==> src/rtl/serial_adder.sv <==
// Bit-serial WIDTH-bit adder: one full-adder cell and a carry flop reused LSB-first over WIDTH cycles.
// Optional macro SERIAL_ADDER_SUB_EN adds a 'sub' port for two's-complement subtraction (a - b).
module serial_adder #(
  parameter int WIDTH = 8
) (
  input  logic             clk,
  input  logic             rst_n,
  input  logic             start,
  input  logic [WIDTH-1:0] a,
  input  logic [WIDTH-1:0] b,
`ifdef SERIAL_ADDER_SUB_EN
  input  logic             sub,
`endif
  output logic             busy,
  output logic             done,
  output logic [WIDTH-1:0] sum,
  output logic             cout
);

  localparam int CNT_W = (WIDTH > 1) ? $clog2(WIDTH) : 1;

  typedef enum logic [1:0] {
    IDLE = 2'd0,
    RUN  = 2'd1,
    DONE = 2'd2
  } state_t;

  state_t             state, state_nxt;
  logic [WIDTH-1:0]   sa, sb, ss;
  logic               c;
  logic [CNT_W-1:0]   cnt;

  logic               s_bit;
  logic               c_nxt;
  logic               last_bit;
  logic [WIDTH-1:0]   b_load;
  logic               c_init;

  // Subtraction is a + ~b + 1: invert B at load time and seed the carry with 1.
`ifdef SERIAL_ADDER_SUB_EN
  assign b_load = sub ? ~b : b;
  assign c_init = sub;
`else
  assign b_load = b;
  assign c_init = 1'b0;
`endif

  // The single full-adder cell.
  assign s_bit    = sa[0] ^ sb[0] ^ c;
  assign c_nxt    = (sa[0] & sb[0]) | (sa[0] & c) | (sb[0] & c);
  assign last_bit = (cnt == CNT_W'(WIDTH - 1));

  // NOTE: sequential state uses non-blocking assignments so every flop samples pre-edge values.
  always_ff @(posedge clk or negedge rst_n) begin
    if (!rst_n) begin
      state <= IDLE;
    end else begin
      state <= state_nxt;
    end
  end

  // NOTE: assign a default before the case so no path leaves state_nxt unassigned (no latch).
  always_comb begin
    state_nxt = state;
    case (state)
      IDLE:    if (start) state_nxt = RUN;
      RUN:     if (last_bit) state_nxt = DONE;
      DONE:    state_nxt = IDLE;
      default: state_nxt = IDLE;
    endcase
  end

  always_comb begin
    busy = (state == RUN);
    done = (state == DONE);
  end

  // Datapath: operand/partial-sum shifters, carry, counter and result registers.
  always_ff @(posedge clk or negedge rst_n) begin
    if (!rst_n) begin
      sa   <= '0;
      sb   <= '0;
      ss   <= '0;
      c    <= 1'b0;
      cnt  <= '0;
      sum  <= '0;
      cout <= 1'b0;
    end else begin
      case (state)
        IDLE: begin
          if (start) begin
            sa  <= a;
            sb  <= b_load;
            ss  <= '0;
            c   <= c_init;
            cnt <= '0;
          end
        end
        RUN: begin
          sa  <= {1'b0, sa[WIDTH-1:1]};
          sb  <= {1'b0, sb[WIDTH-1:1]};
          ss  <= {s_bit, ss[WIDTH-1:1]};
          c   <= c_nxt;
          cnt <= cnt + 1'b1;
          // Results publish only on the final bit so partial sums are never visible.
          if (last_bit) begin
            sum  <= {s_bit, ss[WIDTH-1:1]};
            cout <= c_nxt;
          end
        end
        default: ;
      endcase
    end
  end

endmodule

==> config.mk <==
export PLATFORM = sky130hd
export DESIGN_NAME = serial_adder
export DESIGN_NICKNAME = d
export VERILOG_FILES = /design/src/rtl/serial_adder.sv
export SDC_FILE = /design/constraint.sdc
export NUM_CORES = 1
export LEC_CHECK = 0
export CORE_UTILIZATION = 40
export CTS_CLUSTER_SIZE = 14
export DETAILED_ROUTE_END_ITERATION = 7
export PLACE_DENSITY = 0.66
export SLEW_MARGIN = 15
export SYNTH_ARGS = -nofsm -noshare
export SYNTH_HDL_FRONTEND = slang
export SYNTH_SLANG_ARGS = --single-unit
==> constraint.sdc <==
create_clock -name clk -period 1.63 [get_ports clk]
set_clock_uncertainty 0.2 [all_clocks]
set_input_delay 0.326 -clock clk [delete_from_list [all_inputs] [get_ports clk]]
set_output_delay 0.326 -clock clk [all_outputs]
set_load 0.005 [all_outputs]
==> results.md <==
• **data required time of the worst path** 1610 ps
• **final antenna-violating net count** 0
• **drt pass-1 iters** 4
• **Peak supply drop** 0.745 mV
• **Die Area** 4410 µm²
• **syn nets** 157
• **share of the core filled with cells** 0.559
• **leading post-synthesis cells by instance count** sky130_fd_sc_hd__dfrtp_1, sky130_fd_sc_hd__o22ai_1, sky130_fd_sc_hd__a21oi_1
• **count of inserted antenna diode cells** 0
• **die outline height** 66.4 µm
• **critical path type** register to register
• **input/output buffers** 29
• **Setup violations, final** 0
• **largest cells by area after synthesis** sky130_fd_sc_hd__dfrtp_1, sky130_fd_sc_hd__o22ai_1, sky130_fd_sc_hd__mux2_4
• **met3 track demand over resource in global routing** 0.0483
• **TritonCTS Sinks** 38
• **Least-Margin Pin Slew** 411 ps
• **launching element type of the critical path** register
• **fraction of synthesized cell area taken by the top area cell type** 0.573
• **first-pass GRT wire length** 5.51 mm
• **maximum buffer depth of the clock tree** 2
• **most common cell in the synthesized netlist** sky130_fd_sc_hd__dfrtp_1
• **HPWL after detailed placement** 2.13 mm
• **share of final-layout standard cells stronger than drive strength 1** 0.251
• **run status** finished, final reports clean
• **category of the worst setup path capture point** register
• **Die W** 66.4 µm
• **GR Overflow Total** 0
• **final critical delay including setup and external delays** 1580 ps
• **overall fraction of global-route tracks in use** 0.169
• **worst skew pair latency** 290 ps
• **launch point of the worst reg-to-reg path** state[1]
• **P per Cell Area** 1810 nW/µm²
• **detailed-route wire length** 3.26 mm
• **number of top-level pins** 30
• **drt drc** 0
• **Post-Syn Instances** 135
• **Clk pin slew, worst setup/hold paths** 70 ps
• **pre-CTS setup slack** -180 ps
• **Mapped Avg Cell Area** 12.3 µm²
• **# H-tree levels** 2
• **core area** 4000 µm²
• **synthesized cell area** 1660 µm²
• **number of slew-limit violations in the final report** 0
• **period utilization** 0.969
• **layer with the highest usage** met2
• **vias in the first global route** 1237
• **TritonCTS clock tree** built
• **unrepaired setup endpoints after global routing** no
• **number of library cell types mapped by synthesis** 22
• **leakage dissipation** 1.04 nW
• **Slew HR** 0.726
• **Initial DRC Count** 70
• **maximum fanout count along the critical path** 7
• **count of max-cap constraint violations** 0
• **starting density of the core** 0.415
• **number of nets in the finished design** 204
• **Main synth FF type** sky130_fd_sc_hd__dfrtp_1
• **layout-stage area growth over the synthesis result** 34.8%
• **start point of the critical path** state[1]
• **min setup slack post-route** 50.7 ps
• **routed wirelength normalized by instance count** 14.0 µm
• **number of synthesized register bits** 38
• **Final Hold Viols** 0
• **met2 track demand over resource** 0.284
• **top achievable clock speed** 0.633 GHz
• **arrival time of data at the critical path endpoint** 1560 ps
• **placer's final routability congestion estimate** 0.793
• **met1 routing resource usage after global routing** 0.197
• **Post-synth EDFFs** 0
• **cell at the root of the clock tree** sky130_fd_sc_hd__clkbuf_8
• **worst min-delay path category** primary input to asynchronous set/reset pin
• **total vias in the final route** 1250
• **clock buffer count from CTS** 5
• **largest net degree at the start of global routing** 39
• **asr flop ratio synth** 1.00
• **part of the Yosys area used for sequential elements** 0.573
• **Yosys Warn Count** 0
• **initial antenna violation count** 0
• **routed via count divided by cell count** 5.36
• **cell row count** 23
• **largest area contributor in the synthesized netlist** sky130_fd_sc_hd__dfrtp_1
==> kinds of logic after synthesis <==
logic type	count (synthesis)	synth area share
and+or+nand+nor	12	0.0468
adders and majority gates	3	0.0271
AOI/OAI and AO/OA	58	0.219
DFF	38	0.573
buffers and inverters	15	0.0528
muxes	9	0.0814
==> per-layer routing <==
layer / part of all wire / vias to the layer above
li1: - / 604
met3: 0.058 / 4
met5: 0 / -
met4: 0.0067 / 0
met2: 0.49 / 39
met1: 0.45 / 603
==> path summary, 6_finish.rpt <==
path,slack [ps],to,cells after the start
setup / recovery,50,sb[4],5
hold / removal,210,sum[0],2
setup reg to reg,50,sb[4],5
hold reg to reg,310,cnt[1],1
max in group asynchronous,840,cnt[0],2
min in group clk,310,cnt[1],1
==> power breakdown <==
group,total [W],internal (W),switching [W]
combinational,0.00161,0.000924,0.000687
clock,0.000785,0.000458,0.000328
sequential,0.00166,0.00136,0.000291
total,0.00405,0.00275,0.00131
==> cell usage in the layout, fill, tap and decap left out, types with 2 or more instances in the layout <==
master	instances
sky130_fd_sc_hd__buf_2	2
sky130_fd_sc_hd__dlygate4sd2_1	9
sky130_fd_sc_hd__dfrtp_1	38
sky130_fd_sc_hd__nor2b_1	2
sky130_fd_sc_hd__nand2_1	3
sky130_fd_sc_hd__o21ai_0	5
sky130_fd_sc_hd__inv_1	3
sky130_fd_sc_hd__clkbuf_8	5
sky130_fd_sc_hd__mux2_4	9
sky130_fd_sc_hd__a22o_1	10
sky130_fd_sc_hd__o22ai_1	26
sky130_fd_sc_hd__buf_6	3
sky130_fd_sc_hd__clkdlybuf4s50_1	18
sky130_fd_sc_hd__nor2_1	2
sky130_fd_sc_hd__clkbuf_1	2
sky130_fd_sc_hd__a21oi_1	15
sky130_fd_sc_hd__buf_4	17
==> critical path: stages, from the launching register on <==
cell and delay, ps:
sky130_fd_sc_hd__dfrtp_1 400, sky130_fd_sc_hd__buf_6 130, sky130_fd_sc_hd__buf_6 120, sky130_fd_sc_hd__or4b_4 510, sky130_fd_sc_hd__o21ai_2 70, sky130_fd_sc_hd__a21oi_1 50
==> area by class of cell <==
type                            count  area [µm²]
Clock buffer                        7        76.3
Timing Repair Buffer               50         450
Tap cell                           50        62.6
Multi-Input combinational cell     82         641
Fill cell                         348        1760
Inverter                            5        26.3
Sequential cell                    38         951
Clock inverter                      1        30.0
==> registers in the layout, summed over array words and instances (netlist names) <==
| name | cells |
|---|---|
| ss | 7 |
| cnt | 3 |
| sb | 8 |
| c | 1 |
| sum | 8 |
| cout | 1 |
| sa | 8 |
| state | 2 |
==> what timing repair did <==
item                                    in CTS  in global routing
pin swaps                                    0                  0
resized for setup                           23                  5
hold buffers                                 0                  0
setup buffers                               10                  0
endpoints found under the setup margin      20                  4
==> stage by stage <==
step | TNS (ps) | area, µm² | power, W | std cells | hold WS, ps
detailed placement | -1910 | 2050 | 0.00319 | 215 | 296
floorplan | 0 | 1660 | 0.00266 | 135 | -170
global placement | -1350 | 2050 | 0.00312 | 215 | 286
global route | 0 | 2240 | 0.00434 | 233 | 232
CTS | 0 | 2220 | 0.00406 | 233 | 220
finish | 0 | 2240 | 0.00405 | 233 | 214
(Power assumes the default switching activity.)
